==> config.mk <==
export PLATFORM = sky130hd
export DESIGN_NAME = vote_session_ctrl
export DESIGN_NICKNAME = d
export VERILOG_FILES = /design/src/rtl/vote_session_ctrl.sv
export SDC_FILE = /design/constraint.sdc
export NUM_CORES = 1
export LEC_CHECK = 0
export ABC_AREA = 1
export BUFFER_PORTS_ARGS = -buffer_cell sky130_fd_sc_hd__buf_4
export CAP_MARGIN = 20
export CELL_PAD_IN_SITES_DETAIL_PLACEMENT = 2
export CELL_PAD_IN_SITES_GLOBAL_PLACEMENT = 2
export CORE_MARGIN = 3
export CORE_UTILIZATION = 32
export DETAILED_ROUTE_END_ITERATION = 7
export PLACE_DENSITY = 0.91
export SYNTH_ARGS = -nofsm -noshare
export SYNTH_HDL_FRONTEND = slang
export SYNTH_SLANG_ARGS = --single-unit
==> constraint.sdc <==
create_clock -name clk -period 5.4 [get_ports clk]
set_clock_uncertainty 0.05 [all_clocks]
set_input_delay 0 -clock clk [delete_from_list [all_inputs] [get_ports clk]]
set_output_delay 0 -clock clk [all_outputs]
set_load 0.03 [all_outputs]
==> src/rtl/vote_session_ctrl.sv <==
// Session controller and round-robin booth arbiter for the VoterPlus weighted vote counter.
// Optional OPEN-phase timeout is enabled by defining VOTE_SESSION_TIMEOUT_EN.
module vote_session_ctrl #(
    parameter int NREQ         = 4,
    parameter int SETTLE_CYC   = 2,
    parameter int OPEN_TIMEOUT = 1000
) (
    input  logic                clk,
    input  logic                reset,
    input  logic                start,
    input  logic                close,
    input  logic [NREQ-1:0]     bq_valid,
    input  logic [2*NREQ-1:0]   bq_class,
    input  logic [5*NREQ-1:0]   bq_id,
    output logic [NREQ-1:0]     bq_ready,
    output logic                ack_valid,
    output logic [2:0]          ack_booth,
    output logic                ack_reject,
    output logic                vp_reset,
    output logic [31:0]         vp_np,
    output logic [7:0]          vp_vip,
    output logic                vp_vvip,
    input  logic [7:0]          vp_result,
    output logic [7:0]          final_result,
    output logic [5:0]          ballots,
    output logic                busy,
    output logic                done
`ifdef VOTE_SESSION_TIMEOUT_EN
    ,
    output logic                timed_out
`endif
);

    localparam int         PW          = (NREQ > 1) ? $clog2(NREQ) : 1;
    localparam int         CW          = $clog2(SETTLE_CYC + 1);
    localparam logic [5:0] LAST_BALLOT = 6'd40;

    typedef enum logic [2:0] {
        S_IDLE,
        S_CLEAR,
        S_OPEN,
        S_SETTLE,
        S_DONE
    } state_e;

    if (NREQ < 2 || NREQ > 8 || SETTLE_CYC < 1 || SETTLE_CYC > 15 || OPEN_TIMEOUT < 2) begin : g_bad_param
        $error("vote_session_ctrl: parameter out of range");
    end

    state_e          state_q, state_d;
    logic [PW-1:0]   ptr_q;
    logic [31:0]     np_q;
    logic [7:0]      vip_q;
    logic            vvip_q;
    logic [5:0]      ballots_q;
    logic [7:0]      final_q;
    logic [CW-1:0]   settle_q;
    logic            ack_valid_q, ack_reject_q, vp_reset_q, busy_q, done_q;
    logic [2:0]      ack_booth_q;

    logic            gnt_any;
    logic [PW-1:0]   gnt_idx;
    logic [NREQ-1:0] gnt_oh;
    logic [1:0]      g_class;
    logic [4:0]      g_id;
    logic            g_legal, g_dup, accept;
    logic            timeout_hit;

    // Round-robin search starting at the pointer, wrapping at NREQ.
    always_comb begin
        int            j;
        logic [PW-1:0] jj;
        // NOTE: every always_comb output gets a default first so no path infers a latch.
        gnt_any = 1'b0;
        gnt_idx = '0;
        gnt_oh  = '0;
        j       = 0;
        jj      = '0;
        if (state_q == S_OPEN) begin
            for (int k = 0; k < NREQ; k++) begin
                j = int'(ptr_q) + k;
                if (j >= NREQ) j = j - NREQ;
                jj = PW'(j);
                if (!gnt_any && bq_valid[jj]) begin
                    gnt_any = 1'b1;
                    gnt_idx = jj;
                end
            end
        end
        if (gnt_any) gnt_oh[gnt_idx] = 1'b1;
    end

    always_comb begin
        g_class = 2'd3;
        g_id    = '0;
        g_legal = 1'b0;
        g_dup   = 1'b0;
        for (int k = 0; k < NREQ; k++) begin
            if (PW'(k) == gnt_idx) begin
                g_class = bq_class[2*k +: 2];
                g_id    = bq_id[5*k +: 5];
            end
        end
        case (g_class)
            2'd0: begin
                g_legal = 1'b1;
                g_dup   = np_q[g_id];
            end
            2'd1: begin
                g_legal = (g_id < 5'd8);
                g_dup   = vip_q[g_id[2:0]];
            end
            2'd2: begin
                g_legal = (g_id == 5'd0);
                g_dup   = vvip_q;
            end
            default: g_legal = 1'b0;
        endcase
        accept = gnt_any && g_legal && !g_dup;
    end

`ifdef VOTE_SESSION_TIMEOUT_EN
    localparam int TW = $clog2(OPEN_TIMEOUT + 1);
    logic [TW-1:0] to_cnt_q;
    logic          timed_out_q;

    assign timeout_hit = (state_q == S_OPEN) && (to_cnt_q == TW'(OPEN_TIMEOUT - 1));
    assign timed_out   = timed_out_q;

    always_ff @(posedge clk or negedge reset) begin
        if (!reset) begin
            to_cnt_q    <= '0;
            timed_out_q <= 1'b0;
        end else if (state_q == S_CLEAR) begin
            to_cnt_q    <= '0;
            timed_out_q <= 1'b0;
        end else if (state_q == S_OPEN) begin
            to_cnt_q <= to_cnt_q + 1'b1;
            if (timeout_hit) timed_out_q <= 1'b1;
        end
    end
`else
    assign timeout_hit = 1'b0;
`endif

    always_comb begin
        state_d = state_q;
        case (state_q)
            S_IDLE:   if (start) state_d = S_CLEAR;
            S_CLEAR:  state_d = S_OPEN;
            S_OPEN: begin
                if (close || timeout_hit || (accept && ballots_q == LAST_BALLOT))
                    state_d = S_SETTLE;
            end
            S_SETTLE: if (settle_q == CW'(1)) state_d = S_DONE;
            S_DONE:   if (start) state_d = S_CLEAR;
            default:  state_d = S_IDLE;
        endcase
    end

    always_ff @(posedge clk or negedge reset) begin
        if (!reset) begin
            state_q      <= S_IDLE;
            ptr_q        <= '0;
            np_q         <= '0;
            vip_q        <= '0;
            vvip_q       <= 1'b0;
            ballots_q    <= '0;
            final_q      <= '0;
            settle_q     <= '0;
            ack_valid_q  <= 1'b0;
            ack_booth_q  <= '0;
            ack_reject_q <= 1'b0;
            vp_reset_q   <= 1'b0;
            busy_q       <= 1'b0;
            done_q       <= 1'b0;
        end else begin
            // NOTE: state uses non-blocking assignments so every register samples pre-edge values.
            state_q      <= state_d;
            vp_reset_q   <= (state_d == S_CLEAR);
            busy_q       <= (state_d == S_CLEAR) || (state_d == S_OPEN) || (state_d == S_SETTLE);
            done_q       <= (state_d == S_DONE);
            ack_valid_q  <= gnt_any;
            ack_reject_q <= gnt_any && !accept;
            if (gnt_any) ack_booth_q <= 3'(gnt_idx);

            case (state_q)
                S_CLEAR: begin
                    np_q      <= '0;
                    vip_q     <= '0;
                    vvip_q    <= 1'b0;
                    ballots_q <= '0;
                    final_q   <= '0;
                    ptr_q     <= '0;
                end
                S_OPEN: begin
                    if (gnt_any)
                        ptr_q <= (gnt_idx == PW'(NREQ - 1)) ? '0 : gnt_idx + 1'b1;
                    if (accept) begin
                        ballots_q <= ballots_q + 6'd1;
                        case (g_class)
                            2'd0:    np_q[g_id]        <= 1'b1;
                            2'd1:    vip_q[g_id[2:0]]  <= 1'b1;
                            default: vvip_q            <= 1'b1;
                        endcase
                    end
                    if (state_d == S_SETTLE) settle_q <= CW'(SETTLE_CYC);
                end
                S_SETTLE: begin
                    settle_q <= settle_q - 1'b1;
                    if (state_d == S_DONE) final_q <= vp_result;
                end
                default: ;
            endcase
        end
    end

    assign bq_ready     = gnt_oh;
    assign ack_valid    = ack_valid_q;
    assign ack_booth    = ack_booth_q;
    assign ack_reject   = ack_reject_q;
    assign vp_reset     = vp_reset_q;
    assign vp_np        = np_q;
    assign vp_vip       = vip_q;
    assign vp_vvip      = vvip_q;
    assign final_result = final_q;
    assign ballots      = ballots_q;
    assign busy         = busy_q;
    assign done         = done_q;

endmodule
==> summary.txt <==
Outcome
  • Status: complete, no violations

Timing
  • Worst-margin pin slew: 1.03 ns
  • Hold Fails Final Rpt: 0
  • FMAX: 186 MHz
  • Worst slew margin: 31.4%
  • TNS Setup: 0 ns
  • Final Max Tran Viols: 0
  • Worst hold margin: 0.0583 ns
  • Tmin final: about 5.4 ns
  • Final Cycle Share: 99.6%
  • Final setup viols: 0

Synthesis
  • Largest family of logic cells by synthesized area: simple AND/OR/NAND/NOR gates
  • Cell Area, Synth: 0.00478 mm2
  • Portion of netlist area occupied by mux cells: 0%
  • Synth Warn #: 0
  • Post-Syn Nets: ~750
  • Sequential-to-total area share from yosys stat: a little over a third
  • Post-synthesis simple-gate area fraction: between 40% and 50%
  • Compound-Gate Fraction of Synth Area: 9.03%
  • #FFs+latches synth: 69
  • Post-Synth Adder-Cell Area: 1.83%
  • Syn avg cell area: around 6.8 um2
  • Netlist cell types: 40
  • Post-Synth XOR/XNOR Area: 0.890%
  • Syn Inst Count: 698

Place
  • DP HPWL: ~13 mm
  • Number of port buffers: 109
  • RePlAce Congestion: 0.830

Setup path
  • CP peak stage delay: 0.55 ns
  • Worst EP required: between 5 and 6 ns
  • Critical path endpoint category: register
  • Slowest stage cell, crit path: dfrtp_1
  • Worst setup path class: register to register
  • WP data arrival: roughly 5.5 ns
  • Crit Path Max Fanout: 17
  • Worst Path Buf+Inv: 5
  • Startpoint Class: register
  • Gate family responsible for the most delay along the worst path: simple AND/OR/NAND/NOR gates
  • Worst R2R Path Depth: 28
  • Most Frequent Cell on Critical Path: nand2_1
  • WP depth: 28

Global route
  • Total GRT Usage: 23.4%
  • Initial antenna violation count: 0
  • Number of global-route vias before repair: 5656
  • First-pass GRT wire length: 30.3 mm
  • Remaining Overflow, GRT: 0
  • Pin count of the biggest net entering global routing: 70

Final layout
  • Final net count: 863
  • Most common cell after layout, fill and taps aside: nand2_1
  • Diodes inserted: 0
  • Area of the multi-input gates: 0.00255 mm2
  • Commonest non-fill, non-tap cells in the layout: 239 x nand2_1, 118 x buf_4, 82 x nand3_1, 69 x inv_1, 69 x dfrtp_1
  • Layout cells sized above 1: 25.3%
  • P&R area growth vs syn: 27.7%
  • Register area: 0.00173 mm2
  • Fill cell count: 1735

Routing
  • Post-Route WL: 22.3 mm
  • Detailed-route vias per instance: between 5 and 6
  • Pre-antenna DRT Iters: 4
  • Detail Route Antenna Nets: 0
  • Post-route DRC: 0
  • Starting DRC count in detailed routing: 388
  • Total number of vias: 5292
  • WL per Instance: 22.3 um

Floorplanning
  • Initial Utilization: around 33%
  • Die height: 128 um
  • Total die area: 0.0164 mm2
  • Die span in x: 128 um
  • Core ar.: 0.0146 mm2
  • # IOs: 111
  • Rows: 44

Clocking
  • Clock latency on the worst-skew pair: 0.36 ns
  • CTS Sinks: 69
  • Clk buf depth: 2
  • Cell chosen for the clock root: clkbuf_16
  • Clock tree from TritonCTS: done
  • H-tree Lvls: 3
  • CTS Buf Count: 9
  • Clock Pin Slew Worst Setup and Hold Paths: 0.07 ns

Flow run
  • Max Cap Violations: 0

Hold path
  • Hold Path Class: input port to register
  • Hold depth: 5
==> registers in the layout, indices dropped and copies added, names as in the netlist, 2 cells and up <==
name and cells:
vp_np 32, state_q 3, vp_vip 8, ack_booth 2, final_result 8, ballots 6, settle_q 2, ptr_q 2
==> stage by stage <==
step | worst slack [ns] | area, um2 | util, % | cells
final | 0.0208 | 6110 | 41.9 | 998
after global routing | -0.281 | 6110 | 41.9 | 998
after global placement | 0.640 | 5600 | 38.4 | 966
after floorplan | 1.75 | 4780 | - | 698
after CTS | 0.0322 | 6010 | 41.2 | 990
after detailed placement | 0.127 | 5600 | 38.4 | 966
==> kinds of logic (layout without fill, tap and decap cells) <==
logic type               after synthesis  after routing
AND/OR/NAND/NOR                      429            431
buffers and inverters                108            222
AO/OA/AOI/OAI                         80             80
flip-flops                            69             69
adder cells (fa/ha/maj)                7              7
XOR/XNOR                               4              4
other                                  1              1
==> cell usage after synthesis, drive strengths merged <==
cell	n	area (um2)
clkinv	3	11.3
nand2	279	1180
a221oi	1	8.76
nand3	86	458
and2	2	12.5
inv	77	294
a21oi	53	277
nand4	2	12.5
buf	21	215
dlygate4sd1	2	17.5
dfrtp	69	1730
xor2	4	42.6
nor3	4	31.3
nor4	1	6.26
o21ai	25	140
ha	7	87.6
or2	5	31.3
o22ai	1	6.26
nor2	50	195
conb	1	3.75
clkbuf	5	18.8
==> routing by layer <==
metal  GRT usage [%]  share of wire, %  up-vias
li1                -                 -     2421
met1            27.5                40     2645
met2            41.7                52      167
met3            4.63               5.1       59
met4            9.18               3.1        0
met5               0                 0        -
==> path summary, 6_finish.rpt <==
path,start,slack (ns),to
max,ptr_q[0],0.02,vp_np[24]
min,close,0.06,state_q[0]
max reg2reg,ptr_q[0],0.02,vp_np[24]
min reg2reg,final_result[0],0.47,final_result[0]
max in group asynchronous,reset,4.40,final_result[6]
min in group asynchronous,reset,0.28,ack_booth[1]
==> area by class of cell <==
class | count | share of cell area [%]
Inverter | 80 | 5.06
Clock buffer | 11 | 4.14
Sequential cell | 69 | 28.3
Multi-Input combinational cell | 523 | 41.7
Clock inverter | 2 | 0.574
Timing Repair Buffer | 129 | 16.5
Tap cell | 184 | 3.77
==> tightest hold or removal path, stage by stage <==
cell     delay, ns
buf_4         0.08
inv_1         0.04
nand2_1       0.05
nand2_1       0.13
nand3_1       0.11
==> what timing repair did <==
action                                  CTS  global route
buffers inserted                          0             6
gates cloned                              1             1
gates resized for setup                   1             8
hold endpoints to repair                 80             0
pin swaps                                 1             0
endpoints found under the setup margin    2            32
hold buffers                             10             0
Power is left out: the tool's default activity adds up to more than one toggle a clock period on the data nets, which glitch-free logic cannot reach.
